==> src/rtl/cpu_pkg.sv <==
// rtl/cpu_pkg.sv - shared ALU op codes, data width and multiply/divide FSM states
package cpu_pkg;

  localparam int DW = 16;

  localparam logic [2:0] OP_ADD = 3'b000;
  localparam logic [2:0] OP_SUB = 3'b001;
  localparam logic [2:0] OP_AND = 3'b010;
  localparam logic [2:0] OP_OR  = 3'b011;
  localparam logic [2:0] OP_MUL = 3'b100;
  localparam logic [2:0] OP_DIV = 3'b101;

  typedef enum logic [1:0] {
    IDLE = 2'd0,
    RUN  = 2'd1,
    DONE = 2'd2
  } mdu_state_t;

endpackage

==> src/rtl/mul_div_unit.sv <==
// rtl/mul_div_unit.sv - iterative unsigned shift-add multiplier / restoring divider
// Result pair {ResHi, ResLo} is published with a one-cycle Done strobe after W iterations.
module mul_div_unit #(
  parameter int         W      = cpu_pkg::DW,
  parameter logic [2:0] OP_MUL = cpu_pkg::OP_MUL,
  parameter logic [2:0] OP_DIV = cpu_pkg::OP_DIV
) (
  input  logic         Clk,
  input  logic         Reset,
  input  logic         Start,
  input  logic [2:0]   ALUOp,
  input  logic [W-1:0] OperandA,
  input  logic [W-1:0] OperandB,
  output logic         Busy,
  output logic         Done,
  output logic [W-1:0] ResHi,
  output logic [W-1:0] ResLo,
  output logic         DivZero
);
  import cpu_pkg::*;

  localparam int            CW       = $clog2(W);
  localparam logic [CW-1:0] CNT_LAST = CW'(W - 1);

  mdu_state_t    state_q, state_d;
  logic [CW-1:0] cnt_q, cnt_d;
  logic [W-1:0]  hi_q, hi_d;
  logic [W-1:0]  lo_q, lo_d;
  logic [W-1:0]  opnd_q, opnd_d;
  logic          is_div_q, is_div_d;
  logic [W-1:0]  res_hi_q, res_hi_d;
  logic [W-1:0]  res_lo_q, res_lo_d;
  logic          div_zero_q, div_zero_d;

  logic [W:0]    mul_sum;
  logic [W:0]    div_shifted;
  logic          div_fits;
  logic [W-1:0]  step_hi, step_lo;
  logic          accept;
  logic          start_div;

  // One iteration of either algorithm; opnd_q is the multiplicand or the divisor.
  always_comb begin
    mul_sum     = {1'b0, hi_q} + (lo_q[0] ? {1'b0, opnd_q} : {(W+1){1'b0}});
    div_shifted = {hi_q, lo_q[W-1]};
    div_fits    = (div_shifted >= {1'b0, opnd_q});
    step_hi     = mul_sum[W:1];
    step_lo     = {mul_sum[0], lo_q[W-1:1]};
    if (is_div_q) begin
      step_hi = div_fits ? (div_shifted[W-1:0] - opnd_q) : div_shifted[W-1:0];
      step_lo = {lo_q[W-2:0], div_fits};
    end
  end

  assign start_div = (ALUOp == OP_DIV);
  assign accept    = Start && (ALUOp == OP_MUL || start_div) && (state_q != RUN);

  always_comb begin
    state_d    = state_q;
    cnt_d      = cnt_q;
    hi_d       = hi_q;
    lo_d       = lo_q;
    opnd_d     = opnd_q;
    is_div_d   = is_div_q;
    res_hi_d   = res_hi_q;
    res_lo_d   = res_lo_q;
    div_zero_d = div_zero_q;
    case (state_q)
      RUN: begin
        hi_d = step_hi;
        lo_d = step_lo;
        if (cnt_q == '0) begin
          state_d  = DONE;
          res_hi_d = step_hi;
          res_lo_d = step_lo;
        end else begin
          cnt_d = cnt_q - 1'b1;
        end
      end
      default: begin
        state_d = IDLE;
        if (accept) begin
          is_div_d   = start_div;
          opnd_d     = start_div ? OperandB : OperandA;
          div_zero_d = 1'b0;
          // Divide by zero skips the iterations and publishes immediately.
          if (start_div && OperandB == '0) begin
            state_d    = DONE;
            res_hi_d   = OperandA;
            res_lo_d   = '1;
            div_zero_d = 1'b1;
          end else begin
            state_d = RUN;
            cnt_d   = CNT_LAST;
            hi_d    = '0;
            lo_d    = start_div ? OperandA : OperandB;
          end
        end
      end
    endcase
  end

  always_ff @(posedge Clk or posedge Reset) begin
    if (Reset) begin
      state_q    <= IDLE;
      cnt_q      <= '0;
      hi_q       <= '0;
      lo_q       <= '0;
      opnd_q     <= '0;
      is_div_q   <= 1'b0;
      res_hi_q   <= '0;
      res_lo_q   <= '0;
      div_zero_q <= 1'b0;
    end else begin
      state_q    <= state_d;
      cnt_q      <= cnt_d;
      hi_q       <= hi_d;
      lo_q       <= lo_d;
      opnd_q     <= opnd_d;
      is_div_q   <= is_div_d;
      res_hi_q   <= res_hi_d;
      res_lo_q   <= res_lo_d;
      div_zero_q <= div_zero_d;
    end
  end

  assign Busy    = (state_q == RUN);
  assign Done    = (state_q == DONE);
  assign ResHi   = res_hi_q;
  assign ResLo   = res_lo_q;
  assign DivZero = div_zero_q;

endmodule

==> config.mk <==
export PLATFORM = sky130hd
export DESIGN_NAME = mul_div_unit
export DESIGN_NICKNAME = d
export VERILOG_FILES = /design/src/rtl/cpu_pkg.sv /design/src/rtl/mul_div_unit.sv
export SDC_FILE = /design/constraint.sdc
export NUM_CORES = 1
export LEC_CHECK = 0
export BUFFER_PORTS_ARGS = -buffer_cell sky130_fd_sc_hd__clkbuf_2
export CELL_PAD_IN_SITES_DETAIL_PLACEMENT = 1
export CELL_PAD_IN_SITES_GLOBAL_PLACEMENT = 1
export CORE_MARGIN = 4
export CORE_UTILIZATION = 40
export CTS_CLUSTER_SIZE = 10
export DETAILED_ROUTE_END_ITERATION = 8
export GPL_ROUTABILITY_DRIVEN = 0
export GPL_TIMING_DRIVEN = 0
export PLACE_DENSITY = 0.87
export SYNTH_ARGS = -nofsm -noshare
export SYNTH_HDL_FRONTEND = slang
export SYNTH_SLANG_ARGS = --single-unit
==> constraint.sdc <==
create_clock -name Clk -period 2.8 [get_ports Clk]
set_input_delay 0.28 -clock Clk [delete_from_list [all_inputs] [get_ports Clk]]
set_output_delay 0.28 -clock Clk [all_outputs]
set_load 0.005 [all_outputs]
==> flow_summary.ini <==
[setup_path]
cp-start-kind = register
crit_fanout = 6
arrival_ps = 3190
crit_type = reg2reg
setup.worst_path.end_class = register
worst_path_largest_cell_delay_ps = 430
required_ps = 2990
cp_cell_sequence = buf_4 -> and2_1 -> ha_1 -> a211oi_2 -> o21ai_2 -> a41oi_2 -> buf_4 -> a31oi_4 -> xnor2_1 -> o22ai_1 -> a31oi_2 -> o21ai_1
crit_slowest_cell = dfrtp_2
crit_top_cell = buf_4

[synth]
ys_top_cells_by_count = 88 x dfrtp_1, 87 x nand2_1, 58 x a21oi_1
seq_area_frac_synth = 0.362
async_flop_share = 1.00
yosysMostFrequentCell = dfrtp_1
synth-seq-cells = 88
syn_nets = 771
synth_top_cell_area_share = 0.362
yosysUniqueCellTypes = 66
synth_flop_cell = dfrtp_1
netlist_area_mm2 = 0.00608
yosysTopAreaCell = dfrtp_1
ys_warn_count = 0
synth_area_leaders = dfrtp_1 36%, ha_1 6.8%, nand2_1 5.4%, a21oi_1 4.8%, mux2i_1 4.3%
synth_cells = 698
synth_edf_count = 0
syn-mean-instance-area_um2 = 8.71

[timing]
post-route-min-period_ps = 3000
rsz0062_at_grt = true
worstMarginPinSlew_ps = 949
fin_skew_ps = 5.73
fmax_mhz = 333
worst_slack_ps = -201
slew_headroom = 0.367
setup_violations = 25
drv_slew = 0
timing.final.crit_share = 1.07
final_hold_viol_count = 0

[clock_tree]
cts_buffers = 9
cts_tree = yes
cts.reportedPaths.clkPinSlew_ps = 60
max-clock-path-buffers = 2
clock-sinks = 88
clk_latency_ps = 340
clock-root-buffer = clkbuf_16
cts_max_level = 3

[placed_design]
place_hpwl_mm = 15.9
io_buffer_count = 72
pre_cts_ws_ps = -648

[route]
dr.pass1.iters = 5
vias_per_cell = 6.36
post_drt_wl_per_cell_um = 24.4
ant_nets = 0
num_vias = 6338
wirelength_mm = 24.3
route.detailed.drc = 0
drtIter0Drc = 570

[floorplanning]
io_pins = 73
die_y_um = 131
coreArea_mm2 = 0.0147
initial_core_util = 0.414
dieArea_mm2 = 0.0172
die_w_um = 131
row_count = 44

[status]
status = finished, violations left
violations = negative setup slack

[final_layout]
nNetsFinal = 884
drive_gt1_frac = 0.231
antenna_cells = 0
post-route-util = 0.514
area_growth_syn_to_layout_pct = 24.3
fillers = 1707

[global_route]
grt_pass1_vias = 6507
antenna_found_initial = 0
track_usage = 0.253
grt_max_degree = 50
grt_remaining_overflow = 0
grt_pass1_wl_mm = 35.5

[hold_path]
hold_path_class = in2reg

[run]
max_cap_violations = 0
-- worst max-delay path: cells and delay by family (launching register included) --
kind | cells | cell delay (ps)
adder cells (fa/ha/maj) | 1 | 320
AND/OR/NAND/NOR | 1 | 190
AO/OA/AOI/OAI | 7 | 1380
buffers and inverters | 2 | 370
flip-flops | 1 | 430
XOR/XNOR | 1 | 170
-- what timing repair did --
| item | CTS | global route |
|---|---|---|
| hold endpoints to repair | 6 | 0 |
| gates resized for setup | 30 | 41 |
| setup buffers | 16 | 13 |
| hold buffers | 1 | 0 |
| pin swaps | 20 | 20 |
| setup endpoints to repair | 29 | 37 |
| gates cloned | 0 | 1 |
-- per-layer routing --
layer  track usage  up-vias  part of all wire
li1              -     2739                 -
met1         0.312     3184              0.39
met2         0.447      334              0.50
met3        0.0409       81             0.072
met4        0.0916        0             0.033
met5             0        -                 0
-- layout by cell type (no fill, tap or decap), types with 4 or more instances in the layout --
cell and instances:
buf_2 7, clkbuf_16 10, dfrtp_2 4, a311oi_1 16, nand2_1 87, nor3_1 5
a22o_1 6, clkbuf_1 23, inv_1 28, xnor2_1 9, o21a_1 8, ha_4 8
nor2b_1 6, a21o_1 30, o22a_1 6, a21oi_1 55, nor2_1 49, ha_1 20
a211oi_1 17, buf_4 27, o21bai_1 4, mux2i_1 26, and2_1 33, a211oi_2 6
xor2_1 11, and3_1 5, o21ai_1 11, o21ai_0 34, nand3_1 8, nor4_1 6
dfrtp_1 84, ha_2 5, clkbuf_2 73
-- logic make-up after synthesis --
kind of cell,after synthesis,synth area share
muxes,28,0.0471
AOI/OAI and AO/OA,238,0.270
xor gates and xnor gates,20,0.0288
buffers and inverters,69,0.0469
DFF,88,0.362
and+or+nand+nor,220,0.170
adders and majority gates,35,0.0745
-- area by class of cell --
cell class	instances	area, µm²	share of cell area
Clock buffer	10	239	0.0316
Clock inverter	3	45.0	0.00596
Multi-Input combinational cell	541	3880	0.514
Tap cell	184	230	0.0305
Buffer	36	176	0.0234
Timing Repair Buffer	103	649	0.0860
Sequential cell	88	2210	0.292
Inverter	32	123	0.0162
-- through the flow --
stage / hold slack (ps) / area (µm²) / cells / setup TNS, ps
2_1_floorplan: 397 / 6090 / 698 / 0
3_3_place_gp: 462 / 6680 / 954 / -79980
3_5_place_dp: 355 / 6710 / 955 / -6980
4_1_cts: 225 / 7260 / 984 / -189
5_1_grt: 256 / 7550 / 997 / -4530
6_report: 238 / 7550 / 997 / -2450
-- worst paths after layout --
kind,startpoint,endpoint,slack (ps),cells after the start
hold / removal,ALUOp[0],is_div_q,240,3
min in group asynchronous,Reset,lo_q[6],540,3
hold reg to reg,DivZero,DivZero,490,2
max in group asynchronous,Reset,hi_q[1],1620,4
setup / recovery,lo_q[0],hi_q[12],-200,12
setup reg to reg,lo_q[0],hi_q[12],-200,12
-- state kept, by name, summed over array words and instances, names as in the netlist, 2 cells and up --
signal	count
hi_q	16
lo_q	16
state_q	2
cnt_q	4
ResLo	16
opnd_q	16
ResHi	16
Power is left out: the tool's default activity adds up to more than one toggle a clock period on the data nets, which glitch-free logic cannot reach.
